[src/rtl/reg_wb_pkg.sv]
// Shared types and default sizes for the register write-back queue.
package reg_wb_pkg;

    localparam int AW    = 4;
    localparam int DW    = 16;
    localparam int DEPTH = 4;
    localparam int PTR_W = $clog2(DEPTH);

    typedef struct packed {
        logic [AW-1:0] addr;
        logic [DW-1:0] data;
    } wb_entry_t;

endpackage

[src/rtl/reg_wb_queue_if.sv]
// Producer, register-file write-port and lookup signals of the write-back queue.
interface reg_wb_queue_if #(
    parameter int AW    = reg_wb_pkg::AW,
    parameter int DW    = reg_wb_pkg::DW,
    parameter int DEPTH = reg_wb_pkg::DEPTH
);
    localparam int CW = $clog2(DEPTH) + 1;

    logic          A_Valid;
    logic [AW-1:0] A_Addr;
    logic [DW-1:0] A_Data;
    logic          A_Ready;
    logic          B_Valid;
    logic [AW-1:0] B_Addr;
    logic [DW-1:0] B_Data;
    logic          B_Ready;
    logic          Drain_En;
    logic          Rd_Wen;
    logic [AW-1:0] Rd_Addr;
    logic [DW-1:0] Rd_Data;
    logic          Rs_Wen;
    logic [AW-1:0] Rs_Addr;
    logic [DW-1:0] Rs_Data;
    logic [AW-1:0] Look_Addr0, Look_Addr1, Look_Addr2;
    logic          Look_Hit0, Look_Hit1, Look_Hit2;
    logic [DW-1:0] Look_Data0, Look_Data1, Look_Data2;
    logic [CW-1:0] Count;
    logic          Empty;

    modport master (
        output A_Valid, A_Addr, A_Data, B_Valid, B_Addr, B_Data,
        output Drain_En, Look_Addr0, Look_Addr1, Look_Addr2,
        input  A_Ready, B_Ready,
        input  Rd_Wen, Rd_Addr, Rd_Data, Rs_Wen, Rs_Addr, Rs_Data,
        input  Look_Hit0, Look_Hit1, Look_Hit2,
        input  Look_Data0, Look_Data1, Look_Data2,
        input  Count, Empty
    );

    modport slave (
        input  A_Valid, A_Addr, A_Data, B_Valid, B_Addr, B_Data,
        input  Drain_En, Look_Addr0, Look_Addr1, Look_Addr2,
        output A_Ready, B_Ready,
        output Rd_Wen, Rd_Addr, Rd_Data, Rs_Wen, Rs_Addr, Rs_Data,
        output Look_Hit0, Look_Hit1, Look_Hit2,
        output Look_Data0, Look_Data1, Look_Data2,
        output Count, Empty
    );

endinterface

[src/rtl/reg_wb_match.sv]
// Youngest-pending-write search over the occupied part of the queue.
module reg_wb_match
    import reg_wb_pkg::*;
#(
    parameter int DEPTH = reg_wb_pkg::DEPTH,
    localparam int PW   = $clog2(DEPTH),
    localparam int CW   = PW + 1
) (
    input  wb_entry_t     ent [DEPTH],
    input  logic [PW-1:0] head,
    input  logic [CW-1:0] count,
    input  logic [AW-1:0] addr,
    output logic          hit,
    output logic [DW-1:0] data
);

    // Walk oldest to youngest so the last match left standing is the youngest.
    always_comb begin
        hit  = 1'b0;
        data = '0;
        for (int i = 0; i < DEPTH; i++) begin
            if (CW'(i) < count && ent[head + PW'(i)].addr == addr) begin
                hit  = 1'b1;
                data = ent[head + PW'(i)].data;
            end
        end
    end

endmodule

[src/rtl/reg_wb_queue.sv]
// In-order write-back queue: two producers in, two register-file ports out.
module reg_wb_queue
    import reg_wb_pkg::*;
#(
    parameter int DEPTH = reg_wb_pkg::DEPTH,
    parameter int AW    = reg_wb_pkg::AW,
    parameter int DW    = reg_wb_pkg::DW
) (
    input logic           Clock,
    input logic           Reset,
    reg_wb_queue_if.slave q
);

    localparam int PW = $clog2(DEPTH);
    localparam int CW = PW + 1;

    wb_entry_t     mem_q [DEPTH];
    wb_entry_t     mem_d [DEPTH];
    logic [PW-1:0] head_q, head_d, tail_q, tail_d;
    logic [PW-1:0] head1, tail1;
    logic [CW-1:0] count_q, count_d;
    logic          a_ready, b_ready, a_fire, b_fire;
    logic          rd_wen, rs_wen;
    logic [1:0]    n_push, n_pop;

    assign head1 = head_q + PW'(1);
    assign tail1 = tail_q + PW'(1);

    always_comb begin
        a_ready = count_q <= CW'(DEPTH - 1);
        b_ready = count_q <= CW'(DEPTH - 2);
        a_fire  = q.A_Valid & a_ready;
        b_fire  = q.B_Valid & b_ready;
        rd_wen  = q.Drain_En && count_q != '0;
        // Same-address pair drains one per cycle to keep write order.
        rs_wen  = q.Drain_En && count_q >= CW'(2)
                  && mem_q[head1].addr != mem_q[head_q].addr;
        n_push  = {1'b0, a_fire} + {1'b0, b_fire};
        n_pop   = {1'b0, rd_wen} + {1'b0, rs_wen};
        mem_d   = mem_q;
        if (a_fire)
            mem_d[tail_q] = '{addr: q.A_Addr, data: q.A_Data};
        if (b_fire)
            mem_d[a_fire ? tail1 : tail_q] = '{addr: q.B_Addr, data: q.B_Data};
        head_d  = head_q + PW'(n_pop);
        tail_d  = tail_q + PW'(n_push);
        count_d = count_q + CW'(n_push) - CW'(n_pop);
    end

    always_ff @(posedge Clock) begin
        if (Reset) begin
            head_q  <= '0;
            tail_q  <= '0;
            count_q <= '0;
        end else begin
            head_q  <= head_d;
            tail_q  <= tail_d;
            count_q <= count_d;
        end
    end

    // Entry storage carries no reset; occupancy alone marks validity.
    always_ff @(posedge Clock) begin
        mem_q <= mem_d;
    end

    assign q.A_Ready = a_ready;
    assign q.B_Ready = b_ready;
    assign q.Rd_Wen  = rd_wen;
    assign q.Rd_Addr = mem_q[head_q].addr;
    assign q.Rd_Data = mem_q[head_q].data;
    assign q.Rs_Wen  = rs_wen;
    assign q.Rs_Addr = mem_q[head1].addr;
    assign q.Rs_Data = mem_q[head1].data;
    assign q.Count   = count_q;
    assign q.Empty   = count_q == '0;

    reg_wb_match #(.DEPTH(DEPTH)) u_match0 (
        .ent(mem_q), .head(head_q), .count(count_q),
        .addr(q.Look_Addr0), .hit(q.Look_Hit0), .data(q.Look_Data0)
    );

    reg_wb_match #(.DEPTH(DEPTH)) u_match1 (
        .ent(mem_q), .head(head_q), .count(count_q),
        .addr(q.Look_Addr1), .hit(q.Look_Hit1), .data(q.Look_Data1)
    );

    reg_wb_match #(.DEPTH(DEPTH)) u_match2 (
        .ent(mem_q), .head(head_q), .count(count_q),
        .addr(q.Look_Addr2), .hit(q.Look_Hit2), .data(q.Look_Data2)
    );

endmodule

[src/flat_wrapper.sv]
// flat-port wrapper written by rule: the top's interface ports become plain ports
module reg_wb_queue_flat import reg_wb_pkg::*;
#(
    parameter int DEPTH = reg_wb_pkg::DEPTH,
    parameter int AW    = reg_wb_pkg::AW,
    parameter int DW    = reg_wb_pkg::DW
)
  (Clock, Reset, q_A_Valid, q_A_Addr, q_A_Data, q_B_Valid, q_B_Addr, q_B_Data, q_Drain_En, q_Look_Addr0, q_Look_Addr1, q_Look_Addr2, q_A_Ready, q_B_Ready, q_Rd_Wen, q_Rd_Addr, q_Rd_Data, q_Rs_Wen, q_Rs_Addr, q_Rs_Data, q_Look_Hit0, q_Look_Hit1, q_Look_Hit2, q_Look_Data0, q_Look_Data1, q_Look_Data2, q_Count, q_Empty);
  reg_wb_queue_if #(.AW(AW), .DW(DW), .DEPTH(DEPTH)) q_i ();
  input logic Clock;
  input logic Reset;
  input wire logic [$bits(q_i.A_Valid)-1:0] q_A_Valid;
  input wire logic [$bits(q_i.A_Addr)-1:0] q_A_Addr;
  input wire logic [$bits(q_i.A_Data)-1:0] q_A_Data;
  input wire logic [$bits(q_i.B_Valid)-1:0] q_B_Valid;
  input wire logic [$bits(q_i.B_Addr)-1:0] q_B_Addr;
  input wire logic [$bits(q_i.B_Data)-1:0] q_B_Data;
  input wire logic [$bits(q_i.Drain_En)-1:0] q_Drain_En;
  input wire logic [$bits(q_i.Look_Addr0)-1:0] q_Look_Addr0;
  input wire logic [$bits(q_i.Look_Addr1)-1:0] q_Look_Addr1;
  input wire logic [$bits(q_i.Look_Addr2)-1:0] q_Look_Addr2;
  output wire logic [$bits(q_i.A_Ready)-1:0] q_A_Ready;
  output wire logic [$bits(q_i.B_Ready)-1:0] q_B_Ready;
  output wire logic [$bits(q_i.Rd_Wen)-1:0] q_Rd_Wen;
  output wire logic [$bits(q_i.Rd_Addr)-1:0] q_Rd_Addr;
  output wire logic [$bits(q_i.Rd_Data)-1:0] q_Rd_Data;
  output wire logic [$bits(q_i.Rs_Wen)-1:0] q_Rs_Wen;
  output wire logic [$bits(q_i.Rs_Addr)-1:0] q_Rs_Addr;
  output wire logic [$bits(q_i.Rs_Data)-1:0] q_Rs_Data;
  output wire logic [$bits(q_i.Look_Hit0)-1:0] q_Look_Hit0;
  output wire logic [$bits(q_i.Look_Hit1)-1:0] q_Look_Hit1;
  output wire logic [$bits(q_i.Look_Hit2)-1:0] q_Look_Hit2;
  output wire logic [$bits(q_i.Look_Data0)-1:0] q_Look_Data0;
  output wire logic [$bits(q_i.Look_Data1)-1:0] q_Look_Data1;
  output wire logic [$bits(q_i.Look_Data2)-1:0] q_Look_Data2;
  output wire logic [$bits(q_i.Count)-1:0] q_Count;
  output wire logic [$bits(q_i.Empty)-1:0] q_Empty;
  assign q_i.A_Valid = q_A_Valid;
  assign q_i.A_Addr = q_A_Addr;
  assign q_i.A_Data = q_A_Data;
  assign q_i.B_Valid = q_B_Valid;
  assign q_i.B_Addr = q_B_Addr;
  assign q_i.B_Data = q_B_Data;
  assign q_i.Drain_En = q_Drain_En;
  assign q_i.Look_Addr0 = q_Look_Addr0;
  assign q_i.Look_Addr1 = q_Look_Addr1;
  assign q_i.Look_Addr2 = q_Look_Addr2;
  assign q_A_Ready = q_i.A_Ready;
  assign q_B_Ready = q_i.B_Ready;
  assign q_Rd_Wen = q_i.Rd_Wen;
  assign q_Rd_Addr = q_i.Rd_Addr;
  assign q_Rd_Data = q_i.Rd_Data;
  assign q_Rs_Wen = q_i.Rs_Wen;
  assign q_Rs_Addr = q_i.Rs_Addr;
  assign q_Rs_Data = q_i.Rs_Data;
  assign q_Look_Hit0 = q_i.Look_Hit0;
  assign q_Look_Hit1 = q_i.Look_Hit1;
  assign q_Look_Hit2 = q_i.Look_Hit2;
  assign q_Look_Data0 = q_i.Look_Data0;
  assign q_Look_Data1 = q_i.Look_Data1;
  assign q_Look_Data2 = q_i.Look_Data2;
  assign q_Count = q_i.Count;
  assign q_Empty = q_i.Empty;
  reg_wb_queue #(.DEPTH(DEPTH), .AW(AW), .DW(DW)) u_core (.Clock(Clock), .Reset(Reset), .q(q_i));
endmodule
[config.mk]
export PLATFORM = sky130hd
export DESIGN_NAME = reg_wb_queue_flat
export DESIGN_NICKNAME = d
export VERILOG_FILES = /design/src/rtl/reg_wb_pkg.sv /design/src/rtl/reg_wb_queue_if.sv /design/src/rtl/reg_wb_match.sv /design/src/rtl/reg_wb_queue.sv /design/src/flat_wrapper.sv
export SDC_FILE = /design/constraint.sdc
export NUM_CORES = 1
export LEC_CHECK = 0
export BUFFER_PORTS_ARGS = -buffer_cell sky130_fd_sc_hd__buf_2
export CAP_MARGIN = 20
export CORE_MARGIN = 1.5
export CORE_UTILIZATION = 30
export CTS_CLUSTER_DIAMETER = 50
export CTS_CLUSTER_SIZE = 10
export DETAILED_ROUTE_END_ITERATION = 10
export PLACE_DENSITY = 0.55
export SLEW_MARGIN = 0
export SYNTH_ARGS = -nofsm -noshare
export SYNTH_HDL_FRONTEND = slang
export SYNTH_SLANG_ARGS = --single-unit
[constraint.sdc]
create_clock -name Clock -period 10.6 [get_ports Clock]
set_input_delay 1.59 -clock Clock [delete_from_list [all_inputs] [get_ports Clock]]
set_output_delay 1.59 -clock Clock [all_outputs]
set_load 0.005 [all_outputs]
# Word level (Yosys, flattened, before mapping)
# Cells that the tools add are included.
# totals
regBits,87
latch_bits,0
ram_bits,0
rom_bits,0
wordCells,121
memories,0
# op_classes
add_sub_neg,10
n_mul,0
div_mod_pow,0
magnitude_cmp,15
eq_ne,13
shift,0
muxes,45
bitwise_logic,8
n_reduce_logical,19
# ops
cell,n
2-to-1 mux 20 bit,10
2-to-1 mux 16 bit,12
binary-select mux 20 bit (select 2 bit),4
bitwise mux 80 bit,2
2-to-1 mux 80 bit,2
demux 20 bit (select 2 bit),2
== test 4 bit,12
">= comparator 3 bit, second input constant",6
inverter 2 -> 3 bit,6
logical AND 1 bit,17
2-to-1 mux 1 bit,12
"<= comparator 3 x 2 -> 1 bit, second input constant",2
"less-than comparator 1 x 3 -> 1 bit, first input constant",2
"less-than comparator 2 x 3 -> 1 bit, first input constant",2
"less-than comparator 3 x 1 -> 1 bit, second input constant",2
adder 1 x 1 -> 2 bit,2
"adder 2 x 1 -> 2 bit, second input constant",2
adder 2 bit,2
"adder 2 bit, second input constant",2
!= test 4 bit,1
adder 3 x 2 -> 3 bit,1
">= comparator 3 x 2 -> 1 bit, second input constant",1
zero test 3 bit,1
nonzero test 3 bit,1
3 further kinds,4

# Longest topological paths before layout
# depth
ltp_word,10
mapped_depth,15

# Modules after synthesis
# A second synthesis with hierarchy kept.
# hier_totals
cells_unflattened,1508
hier_area_um2,13148.9
# by_module_without_submodules
module,instances,cells_per_inst,area_each_um2,seq_area_each_um2
reg_wb_match,3,338,2710.1,0.0
reg_wb_queue,1,494,5018.6,1741.7

# Worst setup path before layout
# Ideal clock, no wire load.
# synth_timing
kind,in2out
from,input q_Look_Addr0[1]
to,output q_Look_Data0[10]
arrival_ns,2.888
slack_ns,6.122
path_stages,6
n_path_buf,1
path_cell_list,xor2_1 nor4_4 a211oi_2 buf_6 a221oi_2 a221oi_2
# synth_via
elab_chain_cells,6
# synth_rtl
element,line,rtl
"start, declared",flat_wrapper.sv:19,input wire logic [$bits(q_i.Look_Addr0)-1:0] q_Look_Addr0;
== test 4 bit,reg_wb_match.sv:22,if (CW'(i) < count && ent[head + PW'(i)].addr == addr) begin
logical AND 1 bit,reg_wb_match.sv:22,
2-to-1 mux 16 bit (3 in a row),reg_wb_match.sv:22,
2-to-1 mux 16 bit *,reg_wb_match.sv:22,
"end, declared",flat_wrapper.sv:33,output wire logic [$bits(q_i.Look_Data0)-1:0] q_Look_Data0;
# Mark *: on every way between the ends. The rest lies on a longest branch, timed or not.

# Final worst setup path
# layout_timing
from,register u_core.head_q[1]
to,output q_Look_Data2[13]
# layout_via
elab_chain_cells,10
# layout_rtl
element,line,rtl
"start, declared",reg_wb_queue.sv:19,"logic [PW-1:0] head_q, head_d, tail_q, tail_d;"
"start signal, assigned",reg_wb_queue.sv:52,head_q <= '0;
"start signal, assigned",reg_wb_queue.sv:56,head_q <= head_d;
adder 2 x 1 -> 2 bit / inverter 2 -> 3 bit (equally long branches),"reg_wb_match.sv:22, reg_wb_match.sv:24",
inverter 2 -> 3 bit (not written as such) / binary-select mux 20 bit (select 2 bit) (equally long branches),"reg_wb_match.sv:22, reg_wb_match.sv:24",
binary-select mux 20 bit (select 2 bit) / 2-to-1 mux 20 bit (equally long branches),"reg_wb_match.sv:22, reg_wb_match.sv:24",
2-to-1 mux 20 bit (not written as such),reg_wb_match.sv:24,data = ent[head + PW'(i)].data;
2-to-1 mux 20 bit (not written as such) / == test 4 bit (equally long branches),reg_wb_match.sv:22,
== test 4 bit / logical AND 1 bit (equally long branches),reg_wb_match.sv:22,
logical AND 1 bit / 2-to-1 mux 16 bit (equally long branches),reg_wb_match.sv:22,
2-to-1 mux 16 bit (2 in a row),reg_wb_match.sv:22,
2-to-1 mux 16 bit *,reg_wb_match.sv:22,
"end, declared",flat_wrapper.sv:35,output wire logic [$bits(q_i.Look_Data2)-1:0] q_Look_Data2;
# Mark *: on every way between the ends. The rest lies on a longest branch, timed or not. The select of a mux whose other input is x is not followed.

==> impl_metrics.toml <==
[setup_path]
regToRegStartpoint = "u_core.head_q[1]"
cp.required_ps = 9010
worstSetupEndpointType = "output pin"
critPathLaunchType = "flip-flop"
reg2reg_depth = 12
r2r_slack_ps = 6700
timing.rr.end = "u_core.q.Count[2]"
worst-setup-path-type = "flip-flop to output pin"
crit_arrival_ps = 4280
crit_fanout = 81

[logic_synthesis]
synth-edff-count = 0
syn_avg_cell_area_um2 = 8.276
syn_area_um2 = 7614
yosys.area.top_type = "dfxtp_1"
ys_seq_area_share_pct = 22.88
synthDominantCellAreaShare_pct = 22.88
yosysUniqueCellTypes = 36
syn_inst = 920
yosys_warnings = 0
async_flop_share_pct = 0
synthTopCellsByArea = "dfxtp_1 (23%), mux2i_1 (15%), a221oi_1 (7.7%)"
synth_nets = 989
ys.flop_type = "dfxtp_1"
ys_ff_latch = 87

[status]
outcome = "complete, no violations"

[global_routing]
overflow = 0
gr-usage-all-layers_pct = 19.58
grt_pass1_vias = 6806
grt_max_degree = 82
grt_pass1_wl_um = 39730
antenna_found_initial = 0

[layout]
final_cells = 1359
syn2layout_area_growth_pct = 16.45
mostFrequentLayoutCells = "buf_2 (155), mux2i_1 (115), nor2_1 (100), nand2_1 (94), a21oi_1 (86)"
final_util_pct = 35.41
fin_nets = 1094
n_antenna_cell = 0
drive_above_1_share_pct = 25.85
postLayoutCellArea_um2 = 8866
mostFrequentLayoutCell = "buf_2"

[placement]
dp_cells = 1343
gp_congestion = 0.8971
place_area_um2 = 8583
port_buffers = 155
hpwl_um = 19200

[sta]
rsz0062_at_grt = "false"
finalSetupViolCount = 0
worst_pin_slew_ps = 1163
worst_clock_skew_ps = 8.811
finalHoldViolations = 0
relSlewSlack_pct = 21.98
fmax_ghz = 0.1702
tns_ps = 0
finalMaxSlewViolations = 0
finalCritPeriodShare_pct = 55.42
final.min_clock_period_ps = 5874

[detailed_routing]
wl_met2_um = 11910
wl_per_cell_um = 19.22
wirelength_um = 26120
wl_met3_um = 1258
first_pass_iters = 6
routed.top_layer = "met4"
drt-vias-per-instance = 5.405
drtAntennaViolNets = 0
drt_iter0_markers = 514
drc = 0
vias = 7345
met1_length_um = 11980

[cts]
cts_post_setup_buffers_inserted = 0
htreeDepth = 3
clkTransAtPathRegs_ps = 60
cts_sinks = 87
tritoncts = "yes"
clock_path_buffers = 2
cts-hold-fix-buffers = 0
clk-insertion-delay-late_ps = 350
numCtsBuffers = 9
cts_resized = 0
cts_root_buf = "clkbuf_16"

[floorplanning]
coreArea_um2 = 25040
num_rows = 58
dieHeight_um = 162.3
start_util_pct = 30.41
die_area_um2 = 26340
pin_count = 156
die_x_um = 162.3

[min_path]
min_path_cells = 2
holdCritPathClass = "flip-flop to flip-flop"
hold_start = "u_core.mem_q[33]"
whs_endpoint = "u_core.mem_q[33]"

[power]
p_per_area_nw_per_um2 = 382.1
peakVddDrop_uv = 99.72
leakagePower_nw = 3.971
power.total_w = 0.003388

[run]
max_cap_viol_count = 0
-- through the flow --
step	hold slack [ps]	setup WS (ps)
2_1_floorplan	516.5	6122
3_3_place_gp	544.4	4976
3_5_place_dp	547.2	4954
4_1_cts	557.1	4712
5_1_grt	579.6	4455
6_report	558.1	4726
-- logic make-up (layout without fill, tap and decap cells) --
family / count (synthesis) / after routing / share of synthesized area (%)
xor+xnor: 55 / 55 / 6.327
mux: 163 / 163 / 24.59
fa+ha+maj: 12 / 12 / 2.169
buf+inv: 91 / 200 / 5.522
flops: 87 / 87 / 22.88
compound gates: 260 / 260 / 23.68
simple gates: 252 / 252 / 14.84
-- critical path: stages, from the launching register on --
cell	delay, ps
dfxtp_2	310
buf_4	610
mux4_2	720
xor2_1	270
nor4_4	80
buf_4	220
a211oi_2	850
a221oi_1	170
a221oi_1	470
buf_2	210
-- synthesized netlist by cell type (12+ instances only) --
cell / n
mux2i_1: 115
nor2_1: 102
nand2_1: 94
dfxtp_1: 87
a21oi_1: 86
a221oi_1: 67
o21ai_0: 66
clkbuf_1: 49
xnor2_1: 43
mux2_2: 32
buf_2: 18
a221oi_2: 17
and2_1: 16
mux4_2: 16
o31ai_1: 14
xor2_1: 12
-- flip-flops by register name, indices dropped and copies added (netlist names) --
name,cells
u_core.q.Count,3
u_core.head_q,2
u_core.tail_q,2
u_core.mem_q,80
-- worst max-delay path by stage --
| stage | startpoint | end | slack [ps] |
|---|---|---|---|
| after floorplan | q_Look_Addr0[1] | q_Look_Data0[10] | 6120 |
| final | u_core.head_q[1] | q_Look_Data2[13] | 4730 |
| after global placement | q_Look_Addr2[2] | q_Look_Data2[13] | 4980 |
| after detailed placement | q_Look_Addr1[2] | q_Look_Data1[3] | 4950 |
| after CTS | u_core.head_q[1] | q_Look_Data1[3] | 4710 |
| after global routing | u_core.head_q[1] | q_Look_Data1[3] | 4450 |
-- layout make-up --
| class | instances | area [um2] |
|---|---|---|
| fill | 2594 | 16170 |
| multi-input combinational | 742 | 5475 |
| sequential | 87 | 1747 |
| timing repair buffer | 173 | 910.9 |
| tap | 330 | 412.9 |
| clock buffer | 12 | 256.5 |
| inverter | 12 | 45.04 |
| clock inverter | 3 | 18.77 |
-- metal layers --
metal	up-vias	track usage, %
li1	3603	-
met1	3458	25.84
met2	231	31.35
met3	53	2.962
met4	0	9.091
met5	-	0
-- power by group --
part	internal, W	total (W)	switching, W
combinational	0.000993	0.00241	0.00141
sequential	0.000510	0.000680	0.000171
clock	0.000170	0.000301	0.000131
total	0.00167	0.00339	0.00172
Power figures use the tool's default switching activity.
